--- src/rtl/cpu8bit_pkg.sv ---
// Shared definitions for the 8-bit CPU datapath: the one-hot bus-select destination
// codes, the datapath width and the write-back FSM state type.
package cpu8bit_pkg;

    localparam int DATA_W = 8;

    localparam logic [4:0] DEST_A   = 5'b10000;
    localparam logic [4:0] DEST_B   = 5'b01000;
    localparam logic [4:0] DEST_C   = 5'b00100;
    localparam logic [4:0] DEST_D   = 5'b00010;
    localparam logic [4:0] DEST_BUF = 5'b00001;

    typedef enum logic [1:0] {
        IDLE  = 2'd0,
        PEND  = 2'd1,
        FAULT = 2'd2
    } wb_state_t;

endpackage

--- src/rtl/regbank_onehot_chk.sv ---
// Combinational legality check for a 5-bit one-hot bus-select code. The flag is set
// only when exactly one bit is set, so the all-zero code is also rejected.
module regbank_onehot_chk (
    input  logic [4:0] code,
    output logic       legal
);

    // Clearing the lowest set bit leaves zero only for codes with a single bit set.
    assign legal = (code != 5'd0) && ((code & (code - 5'd1)) == 5'd0);

endmodule

--- src/rtl/regbank_wb.sv ---
// Register write-back unit: accepts a result byte with a one-hot destination, holds it
// in a one-entry pending slot and commits it to A/B/C/D/Buffer0 on the next edge.
// A malformed destination code drops the request and parks the unit in a sticky fault.
// Optional macro REGBANK_BYPASS_EN forwards the pending slot onto the register outputs.
module regbank_wb
    import cpu8bit_pkg::*;
#(
    parameter int DATA_W = cpu8bit_pkg::DATA_W,
    parameter int CNT_W  = 8
) (
    input  logic              clk_i,
    input  logic              rst_i,
    input  logic [DATA_W-1:0] data_i,
    input  logic [4:0]        ctl_i,
    input  logic              valid_i,
    output logic              ready_o,
    input  logic              clr_err_i,
    output logic [DATA_W-1:0] A_o,
    output logic [DATA_W-1:0] B_o,
    output logic [DATA_W-1:0] C_o,
    output logic [DATA_W-1:0] D_o,
    output logic [DATA_W-1:0] Buffer0_o,
    output logic              err_o,
    output logic [CNT_W-1:0]  wr_count_o
);

    wb_state_t         state;
    wb_state_t         state_next;
    logic              legal;
    logic              accept;
    logic              commit;
    logic [DATA_W-1:0] pend_data;
    logic [4:0]        pend_dest;
    logic [DATA_W-1:0] reg_a;
    logic [DATA_W-1:0] reg_b;
    logic [DATA_W-1:0] reg_c;
    logic [DATA_W-1:0] reg_d;
    logic [DATA_W-1:0] reg_buf;
    logic [CNT_W-1:0]  count;

    regbank_onehot_chk u_chk (
        .code  (ctl_i),
        .legal (legal)
    );

    assign accept = valid_i && ready_o;
    assign commit = (state == PEND);

    always_ff @(posedge clk_i) begin
        if (rst_i) begin
            state <= IDLE;
        end else begin
            state <= state_next;
        end
    end

    always_comb begin
        state_next = state;
        case (state)
            IDLE: begin
                if (accept) begin
                    state_next = legal ? PEND : FAULT;
                end
            end
            PEND: begin
                if (accept) begin
                    state_next = legal ? PEND : FAULT;
                end else begin
                    state_next = IDLE;
                end
            end
            FAULT: begin
                if (clr_err_i) begin
                    state_next = IDLE;
                end
            end
            default: state_next = IDLE;
        endcase
    end

    // ready depends on the state register only; the fault flag is the FAULT state itself.
    always_comb begin
        ready_o = (state != FAULT);
        err_o   = (state == FAULT);
    end

    // The slot needs no reset: its contents are only used while the FSM is in PEND.
    always_ff @(posedge clk_i) begin
        if (accept && legal) begin
            pend_data <= data_i;
            pend_dest <= ctl_i;
        end
    end

    always_ff @(posedge clk_i) begin
        if (rst_i) begin
            reg_a   <= '0;
            reg_b   <= '0;
            reg_c   <= '0;
            reg_d   <= '0;
            reg_buf <= '0;
        end else if (commit) begin
            case (pend_dest)
                DEST_A:   reg_a   <= pend_data;
                DEST_B:   reg_b   <= pend_data;
                DEST_C:   reg_c   <= pend_data;
                DEST_D:   reg_d   <= pend_data;
                DEST_BUF: reg_buf <= pend_data;
                default:  ;
            endcase
        end
    end

    always_ff @(posedge clk_i) begin
        if (rst_i) begin
            count <= '0;
        end else if (commit) begin
            count <= count + 1'b1;
        end
    end

    assign wr_count_o = count;

`ifdef REGBANK_BYPASS_EN
    always_comb begin
        A_o       = (commit && pend_dest == DEST_A)   ? pend_data : reg_a;
        B_o       = (commit && pend_dest == DEST_B)   ? pend_data : reg_b;
        C_o       = (commit && pend_dest == DEST_C)   ? pend_data : reg_c;
        D_o       = (commit && pend_dest == DEST_D)   ? pend_data : reg_d;
        Buffer0_o = (commit && pend_dest == DEST_BUF) ? pend_data : reg_buf;
    end
`else
    assign A_o       = reg_a;
    assign B_o       = reg_b;
    assign C_o       = reg_c;
    assign D_o       = reg_d;
    assign Buffer0_o = reg_buf;
`endif

endmodule
--- config.mk ---
export PLATFORM = sky130hd
export DESIGN_NAME = regbank_wb
export DESIGN_NICKNAME = d
export VERILOG_FILES = /design/src/rtl/cpu8bit_pkg.sv /design/src/rtl/regbank_onehot_chk.sv /design/src/rtl/regbank_wb.sv
export SDC_FILE = /design/constraint.sdc
export NUM_CORES = 1
export LEC_CHECK = 0
export BUFFER_PORTS_ARGS = -buffer_cell sky130_fd_sc_hd__buf_2
export CORE_UTILIZATION = 30
export DETAILED_ROUTE_END_ITERATION = 6
export PLACE_DENSITY = 0.55
export SYNTH_ARGS = -nofsm -noshare
export SYNTH_HDL_FRONTEND = slang
export SYNTH_SLANG_ARGS = --single-unit
--- constraint.sdc ---
create_clock -name clk_i -period 2.8 [get_ports clk_i]
set_input_delay 0.14 -clock clk_i [delete_from_list [all_inputs] [get_ports clk_i]]
set_output_delay 0.14 -clock clk_i [all_outputs]
set_load 0.03 [all_outputs]
==> results of run 1 <==
==> registers in the layout, summed over array words and instances (netlist names) <==
| signal | flops |
|---|---|
| pend_dest | 5 |
| state | 2 |
| B_o | 8 |
| D_o | 8 |
| pend_data | 8 |
| A_o | 8 |
| Buffer0_o | 8 |
| C_o | 8 |
| wr_count_o | 8 |
==> power groups by stage <==
stage / Combinational [W] / Sequential, W / Clock [W]
floorplan: 0.0000549 / 0.000961 / 0
global placement: 0.0000862 / 0.000965 / 0
detailed placement: 0.0000866 / 0.000966 / 0
CTS: 0.0000955 / 0.000945 / 0.000908
global route: 0.000103 / 0.000946 / 0.000951
finish: 0.0000946 / 0.000945 / 0.000892
==> metrics by stage <==
stage          total power [W]  setup slack [ns]  instance area, um2  util, %
6_report              0.001931            0.8903                3256    39.82
5_1_grt               0.002000            0.6876                3256    39.82
4_1_cts               0.001949            0.8998                3256    39.82
3_5_place_dp          0.001052            0.9400                2942    35.98
3_3_place_gp          0.001052            0.9614                2942    35.98
2_1_floorplan         0.001015            0.3464                2517        -
==> per-layer routing <==
| layer | GRT usage (%) | part of all wire [%] | vias up |
|---|---|---|---|
| met3 | 5.041 | 6.5 | 12 |
| li1 | - | - | 1003 |
| met5 | 0 | 0 | - |
| met4 | 5.000 | 1.5 | 0 |
| met1 | 18.06 | 47 | 922 |
| met2 | 22.00 | 45 | 56 |
==> synth_stat cells (3+ instances only) <==
library cell,count,area [um2]
sky130_fd_sc_hd__a21oi_1,12,60.06
sky130_fd_sc_hd__buf_2,4,20.02
sky130_fd_sc_hd__clkbuf_1,6,22.52
sky130_fd_sc_hd__dfxtp_1,50,1001
sky130_fd_sc_hd__edfxtp_1,13,390.4
sky130_fd_sc_hd__inv_1,4,15.01
sky130_fd_sc_hd__mux2i_1,33,330.3
sky130_fd_sc_hd__nand2_1,41,153.9
sky130_fd_sc_hd__nand3_1,9,45.04
sky130_fd_sc_hd__nand4b_1,5,43.79
sky130_fd_sc_hd__nor2_1,9,33.78
sky130_fd_sc_hd__nor2b_1,4,25.02
sky130_fd_sc_hd__nor3b_1,3,22.52
sky130_fd_sc_hd__nor4b_1,3,26.28
sky130_fd_sc_hd__o21ai_0,11,55.05
==> how the worst max path moves through the flow <==
stage,end,depth (start not counted),start
after floorplan,pend_data[0],3,state[0]
after global placement,B_o[7],3,state[0]
after detailed placement,B_o[4],3,state[0]
after CTS,B_o[0],3,state[0]
after global routing,C_o[0],3,state[0]
final,B_o[4],3,state[0]
==> kinds of logic after synthesis <==
kind of cell / synth area share (%)
simple gates: 18.64
flops: 55.27
mux: 13.57
compound gates: 7.952
buf+inv: 3.032
xor+xnor: 1.044
fa+ha+maj: 0.4969
==> final cells by class <==
type | instances | share of cell area (%)
flip-flops and latches | 63 | 42.74
multi-input cells | 159 | 32.40
repair buffers | 76 | 13.07
clock buffers | 11 | 5.342
well taps | 105 | 4.035
clock inverters | 5 | 1.845
inverters | 5 | 0.5765
==> impl_table.tex, run 1 <==
\begin{tabular}{lr}
\hline
Metric & Value \\
\hline
\multicolumn{2}{l}{\textbf{Timing}} \\
\quad Final clock skew & 0.009182 ns \\
\quad Final Cycle Share & 68.20\% \\
\quad Minimum period implied by the final worst setup slack & 1.910 ns \\
\quad Unrepaired setup endpoints after global routing & no \\
\quad Setup tns final & 0 ns \\
\quad Final hold violation count & 0 \\
\quad Least-Margin Pin Slew & 0.9618 ns \\
\quad Final setup fails & 0 \\
\quad Relative slew slack & 35.74\% \\
\quad Worst Hold Margin & 0.05816 ns \\
\quad Slew Limit Fails & 0 \\
\quad Highest clock rate & 523.7 MHz \\
\multicolumn{2}{l}{\textbf{Critical path}} \\
\quad Crit path max-delay family & simple AND/OR/NAND/NOR gates \\
\quad Worst path required time & 3.06 ns \\
\quad Endpoint class of the critical path & flop \\
\quad Ordered cell list for the critical path & nor3b\_1, nand4b\_1, mux2i\_1 \\
\quad Critical Path Max Stage Delay & 0.59 ns \\
\quad Crit start category & flop \\
\quad Arrival time of the worst setup path & 2.17 ns \\
\quad Cell with the biggest individual delay on the critical path & sky130\_fd\_sc\_hd\_\_nand4b\_1 \\
\quad Reg2Reg Setup Slack & 0.89 ns \\
\quad Beginning of the worst register-to-register path & state[0] \\
\quad Number of cell instances on the worst register-to-register path & 3 \\
\quad Worst path bufs/invs & 0 \\
\quad Critical Setup Path Class & flop to flop \\
\quad Maximum fanout along the worst path & 9 \\
\quad Worst flop-to-flop path endpoint & B\_o[4] \\
\multicolumn{2}{l}{\textbf{Floorplanning}} \\
\quad Number of placement rows & 33 \\
\quad Effective utilization at floorplan & 30.79\% \\
\quad Number of I/O pins & 67 \\
\quad Area enclosed by the die boundary & 8762 um2 \\
\quad Placeable core region & 8175 um2 \\
\quad Die Y-Extent & 93.61 um \\
\quad Width of the die & 93.61 um \\
\multicolumn{2}{l}{\textbf{CTS}} \\
\quad Number of clock buffers inserted by TritonCTS & 9 \\
\quad Sinks on the clock net & 63 \\
\quad Count of hold-fix buffers inserted at cts & 8 \\
\quad Setup fix buffers added after clock tree synthesis & 0 \\
\quad TritonCTS clock tree & done \\
\quad Clock Path Buffers & 2 \\
\quad Clock edge transition at the registers on the reported setup and hold paths & 0.07 ns \\
\quad Cells resized by post-CTS repair & 0 \\
\quad Clock tree root buffer cell & sky130\_fd\_sc\_hd\_\_clkbuf\_8 \\
\quad Total number of H-tree levels & 3 \\
\quad Clock latency at the later pin of the worst-skew pair & 0.34 ns \\
\multicolumn{2}{l}{\textbf{Detailed routing}} \\
\quad Routed via count & 1993 \\
\quad DR pass1 iterations & 6 \\
\quad Wirelength, routed & 5910 um \\
\quad Number of DRC violations after detailed-routing iteration 0 & 85 \\
\quad DRC violations left & 0 \\
\quad Detail Route Antenna Nets & 0 \\
\quad Average vias per placed instance & 4.700 \\
\quad Routed wirelength normalized by instance count & 13.94 um \\
\multicolumn{2}{l}{\textbf{Min path}} \\
\quad Worst Hold Depth & 1 \\
\quad Endpoint, Worst Hold & pend\_dest[0] \\
\quad Worst Hold Launch & ctl\_i[0] \\
\quad Min-Delay Path Class & input port to flop \\
\multicolumn{2}{l}{\textbf{Logic synthesis}} \\
\quad Count of unique library cells instantiated by Yosys & 41 \\
\quad Cells after Synth & 240 \\
\quad Yosys warning count & 0 \\
\quad Post-synthesis net count & 258 \\
\quad Average instance area after synthesis & 10.49 um2 \\
\quad Number of synthesized flops with an enable pin & 13 \\
\quad Register area share after synthesis & 55.27\% \\
\quad Total standard cell area after synthesis & 2517 um2 \\
\quad Number of synthesized register bits & 63 \\
\quad Share of async-settable or async-resettable flops after synthesis & 0\% \\
\quad Most used DFF post-synth & sky130\_fd\_sc\_hd\_\_dfxtp\_1 \\
\multicolumn{2}{l}{\textbf{Layout}} \\
\quad Reg area & 1391 um2 \\
\quad Count of filler cells inserted in the layout & 840 \\
\quad Area growth from synthesis to final layout & 29.32\% \\
\quad Leading cell types in the layout, fill and taps excluded & 66 x sky130\_fd\_sc\_hd\_\_buf\_2, 50 x sky130\_fd\_sc\_hd\_\_dfxtp\_1, 41 x sky130\_fd\_sc\_hd\_\_nand2\_1, 33 x sky130\_fd\_sc\_hd\_\_mux2i\_1, 13 x sky130\_fd\_sc\_hd\_\_edfxtp\_1 \\
\quad Most common library cell in the layout ignoring fill and taps & sky130\_fd\_sc\_hd\_\_buf\_2 \\
\quad Area of the multi-input gates & 1055 um2 \\
\quad Share of cells above drive strength 1 & 28.53\% \\
\quad Final instance count without filler cells & 424 \\
\quad Number of nets in the final layout & 332 \\
\quad \# diodes & 0 \\
\multicolumn{2}{l}{\textbf{GRT}} \\
\quad All-layer global routing usage & 14.15\% \\
\quad Congestion Overflow GR & 0 \\
\quad Wire length of the first global-routing pass & 9252 um \\
\quad Via count of the first global-routing pass & 1846 \\
\quad Largest net degree at the start of global routing & 41 \\
\quad Number of antenna violations at the first check in global routing & 0 \\
\multicolumn{2}{l}{\textbf{Power and ir drop}} \\
\quad Proportion of power drawn by flip-flops and latches & 48.9\% \\
\quad Net switching power of the design & 0.0004401 W \\
\quad Cell-internal power & 0.001491 W \\
\quad Switching Share & 22.79\% \\
\quad Power density cells & 593.2 nW/um2 \\
\quad Clock share of power & 46.2\% \\
\quad Share of power burned in combinational logic & 4.9\% \\
\quad Static power due to leakage & 1.456 nW \\
\quad Maximum resistive drop on vdd & 234.6 uV \\
\multicolumn{2}{l}{\textbf{Placement}} \\
\quad Weighted congestion at the end of routability-driven global placement & 0.7400 \\
\quad Placed Cells incl. Taps & 400 \\
\quad Number of input and output port buffers inserted & 66 \\
\quad Detailed Place HPWL & 4133 um \\
\multicolumn{2}{l}{\textbf{Status}} \\
\quad Result of the run & finished, final reports clean \\
\multicolumn{2}{l}{\textbf{Job}} \\
\quad \# Max-Cap Violations & 0 \\
\hline
\end{tabular}
No activity file was read; power rests on OpenSTA's default activity.
==> run 2: changes to the inputs <==
--- a/config.mk
+++ b/config.mk
@@ -8,7 +8,7 @@
 export BUFFER_PORTS_ARGS = -buffer_cell sky130_fd_sc_hd__buf_2
 export CORE_UTILIZATION = 30
 export DETAILED_ROUTE_END_ITERATION = 6
-export PLACE_DENSITY = 0.55
+export PLACE_DENSITY = 0.57
 export SYNTH_ARGS = -nofsm -noshare
 export SYNTH_HDL_FRONTEND = slang
 export SYNTH_SLANG_ARGS = --single-unit
==> constraint.sdc (replaced) <==
create_clock -name clk_i -period 1.55 [get_ports clk_i]
set_input_delay 0.0775 -clock clk_i [delete_from_list [all_inputs] [get_ports clk_i]]
set_output_delay 0.0775 -clock clk_i [all_outputs]
set_load 0.03 [all_outputs]
==> impl_table.tex, run 2 (same netlist as run 1, synthesis figures left out) <==
\begin{tabular}{lr}
\hline
Metric & Value \\
\hline
\multicolumn{2}{l}{\textbf{Critical path}} \\
\quad Maximum fanout along the worst path & 8 (was 9) \\
\quad Critical Setup Path Class & flop to flop (unchanged) \\
\quad Arrival time of the worst setup path & 1.69 ns (was 2.17 ns) \\
\quad Crit start category & flop (unchanged) \\
\quad Endpoint class of the critical path & flop (unchanged) \\
\quad Worst path required time & 1.77 ns (was 3.06 ns) \\
\multicolumn{2}{l}{\textbf{Placement}} \\
\quad Weighted congestion at the end of routability-driven global placement & 0.7975 (was 0.7400) \\
\quad Worst-case setup slack after placement & -0.08723 ns (was 0.9400 ns) \\
\quad Number of input and output port buffers inserted & 66 (unchanged) \\
\quad Detailed Place HPWL & 4268 um (was 4133 um) \\
\multicolumn{2}{l}{\textbf{Floorplanning}} \\
\quad Area enclosed by the die boundary & 8762 um2 (unchanged) \\
\quad Effective utilization at floorplan & 30.79\% (unchanged) \\
\quad Die Y-Extent & 93.61 um (unchanged) \\
\quad Number of I/O pins & 67 (unchanged) \\
\quad Placeable core region & 8175 um2 (unchanged) \\
\quad Number of placement rows & 33 (unchanged) \\
\quad Width of the die & 93.61 um (unchanged) \\
\multicolumn{2}{l}{\textbf{Layout}} \\
\quad Leading cell types in the layout, fill and taps excluded & 66 x sky130\_fd\_sc\_hd\_\_buf\_2, 49 x sky130\_fd\_sc\_hd\_\_dfxtp\_1, 41 x sky130\_fd\_sc\_hd\_\_nand2\_1, 33 x sky130\_fd\_sc\_hd\_\_mux2i\_1, 21 x sky130\_fd\_sc\_hd\_\_buf\_4 (was 66 x sky130\_fd\_sc\_hd\_\_buf\_2, 50 x sky130\_fd\_sc\_hd\_\_dfxtp\_1, 41 x sky130\_fd\_sc\_hd\_\_nand2\_1, 33 x sky130\_fd\_sc\_hd\_\_mux2i\_1, 13 x sky130\_fd\_sc\_hd\_\_edfxtp\_1) \\
\quad Share of cells above drive strength 1 & 33.63\% (was 28.53\%) \\
\quad Number of nets in the final layout & 355 (was 332) \\
\quad Area growth from synthesis to final layout & 36.53\% (was 29.32\%) \\
\quad Most common library cell in the layout ignoring fill and taps & sky130\_fd\_sc\_hd\_\_buf\_2 (unchanged) \\
\quad \# diodes & 0 (unchanged) \\
\multicolumn{2}{l}{\textbf{Power and ir drop}} \\
\quad Power density cells & 940.7 nW/um2 (was 593.2 nW/um2) \\
\quad Cell-internal power & 0.002464 W (was 0.001491 W) \\
\quad Maximum resistive drop on vdd & 366.2 uV (was 234.6 uV) \\
\quad Net switching power of the design & 0.0007686 W (was 0.0004401 W) \\
\quad Switching Share & 23.77\% (was 22.79\%) \\
\quad Static power due to leakage & 1.555 nW (was 1.456 nW) \\
\quad Proportion of power drawn by flip-flops and latches & 52.6\% (was 48.9\%) \\
\quad Clock share of power & 40.2\% (was 46.2\%) \\
\quad Share of power burned in combinational logic & 7.2\% (was 4.9\%) \\
\multicolumn{2}{l}{\textbf{GRT}} \\
\quad Number of antenna violations at the first check in global routing & 0 (unchanged) \\
\quad All-layer global routing usage & 14.42\% (was 14.15\%) \\
\quad Wire length of the first global-routing pass & 9535 um (was 9252 um) \\
\quad Via count of the first global-routing pass & 2031 (was 1846) \\
\quad Largest net degree at the start of global routing & 20 (was 41) \\
\quad Congestion Overflow GR & 0 (unchanged) \\
\multicolumn{2}{l}{\textbf{Timing}} \\
\quad Minimum period implied by the final worst setup slack & 1.471 ns (was 1.910 ns) \\
\quad Relative slew slack & 70.88\% (was 35.74\%) \\
\quad Final hold violation count & 0 (unchanged) \\
\quad Slew Limit Fails & 0 (unchanged) \\
\quad Highest clock rate & 679.8 MHz (was 523.7 MHz) \\
\quad Least-Margin Pin Slew & 0.4368 ns (was 0.9618 ns) \\
\quad Final clock skew & 0.01158 ns (was 0.009182 ns) \\
\quad Worst Hold Margin & 0.06247 ns (was 0.05816 ns) \\
\quad Unrepaired setup endpoints after global routing & no (unchanged) \\
\quad Minimum setup slack in the final design & 0.07891 ns (was 0.8903 ns) \\
\quad Final setup fails & 0 (unchanged) \\
\quad Final Cycle Share & 94.91\% (was 68.20\%) \\
\multicolumn{2}{l}{\textbf{CTS}} \\
\quad Sinks on the clock net & 63 (unchanged) \\
\quad Clock edge transition at the registers on the reported setup and hold paths & 0.07 ns (about the same) \\
\quad Clock Path Buffers & 2 (unchanged) \\
\quad Clock latency at the later pin of the worst-skew pair & 0.34 ns (about the same) \\
\quad TritonCTS clock tree & done (unchanged) \\
\quad Cells resized by post-CTS repair & 0 (unchanged) \\
\quad Clock tree root buffer cell & sky130\_fd\_sc\_hd\_\_clkbuf\_8 (unchanged) \\
\quad Total number of H-tree levels & 3 (unchanged) \\
\quad Number of clock buffers inserted by TritonCTS & 9 (unchanged) \\
\multicolumn{2}{l}{\textbf{Detailed routing}} \\
\quad Average vias per placed instance & 4.669 (was 4.700) \\
\quad Routed via count & 2087 (was 1993) \\
\quad Number of DRC violations after detailed-routing iteration 0 & 94 (was 85) \\
\quad Wirelength, routed & 5974 um (was 5910 um) \\
\quad DRC violations left & 0 (unchanged) \\
\quad DR pass1 iterations & 4 (was 6) \\
\quad Detail Route Antenna Nets & 0 (unchanged) \\
\quad Routed wirelength normalized by instance count & 13.36 um (was 13.94 um) \\
\multicolumn{2}{l}{\textbf{Min path}} \\
\quad Min-Delay Path Class & input port to flop (unchanged) \\
\multicolumn{2}{l}{\textbf{Status}} \\
\quad Result of the run & finished, final reports clean (unchanged) \\
\multicolumn{2}{l}{\textbf{Job}} \\
\quad \# Max-Cap Violations & 0 (unchanged) \\
\hline
\end{tabular}
[run 2: cell count changes in the layout (fill, tap and decap cells not counted), sizes merged]
cell | before | now
buf | 68 | 90
clkinv | 2 | 5
bufinv | 1 | 0
clkinvlp | 2 | 1
dlygate4sd3 | 8 | 9
inv | 5 | 4
[run 2: timing repair]
| item | 4_1_cts | 5_1_grt |
|---|---|---|
| hold endpoints to repair | 9 | 0 |
| hold buffers | 9 | 0 |
| buffers inserted | 0 | 1 |
| setup endpoints to repair | 0 | 1 |
[run 2: per-stage QoR]
| step | utilization (%) | instance area (um2) | total power [W] | TNS (ns) | std cells |
|---|---|---|---|---|---|
| floorplan | - | 2549 | 0.001852 | -1.656 | 240 |
| global placement | 38.61 | 3157 | 0.001950 | -0.5791 | 421 |
| detailed placement | 38.61 | 3157 | 0.001953 | -1.130 | 421 |
| CTS | 41.95 | 3430 | 0.003281 | 0 | 446 |
| global route | 42.04 | 3437 | 0.003375 | 0 | 447 |
| finish | 42.04 | 3437 | 0.003233 | 0 | 447 |
[run 2: final timing paths]
kind                start  endpoint  slack (ns)  depth (start not counted)
max reg2reg  pend_dest[3]    D_o[1]        0.08                          3
max          pend_dest[3]    D_o[1]        0.08                          3
min reg2reg        B_o[0]    B_o[0]        0.46                          2
min               valid_i  state[0]        0.06                          3
[run 2: power groups by stage]
stage | logic [W] | registers (W) | clock network (W)
floorplan | 0.000116 | 0.00174 | 0
global placement | 0.000214 | 0.00174 | 0
detailed placement | 0.000216 | 0.00174 | 0
CTS | 0.000235 | 0.00170 | 0.00135
global route | 0.000251 | 0.00170 | 0.00142
finish | 0.000232 | 0.00170 | 0.00130
[run 2: final cells by class]
| cell class | count | area, um2 |
|---|---|---|
| Clock buffer | 11 | 152.6 |
| Inverter | 5 | 22.52 |
| Tap cell | 105 | 131.4 |
| Clock inverter | 5 | 30.03 |
| Fill cell | 829 | 4738 |
| Multi-Input combinational cell | 159 | 1070 |
| Sequential cell | 63 | 1393 |
| Timing Repair Buffer | 99 | 638.1 |
[run 2: worst max-delay path, cell delays in order (launching register included)]
cell and delay, ns:
sky130_fd_sc_hd__edfxtp_1 0.38, sky130_fd_sc_hd__or4b_1 0.67, sky130_fd_sc_hd__o21ai_0 0.23, sky130_fd_sc_hd__a21oi_1 0.09
[run 2: per-layer routing]
metal	vias to the layer above	track usage, %	share of wire, %
met5	-	0	0
met4	0	5.256	1.2
met3	9	5.122	6.2
met2	61	23.84	47
met1	967	17.19	46
li1	1050	-	-
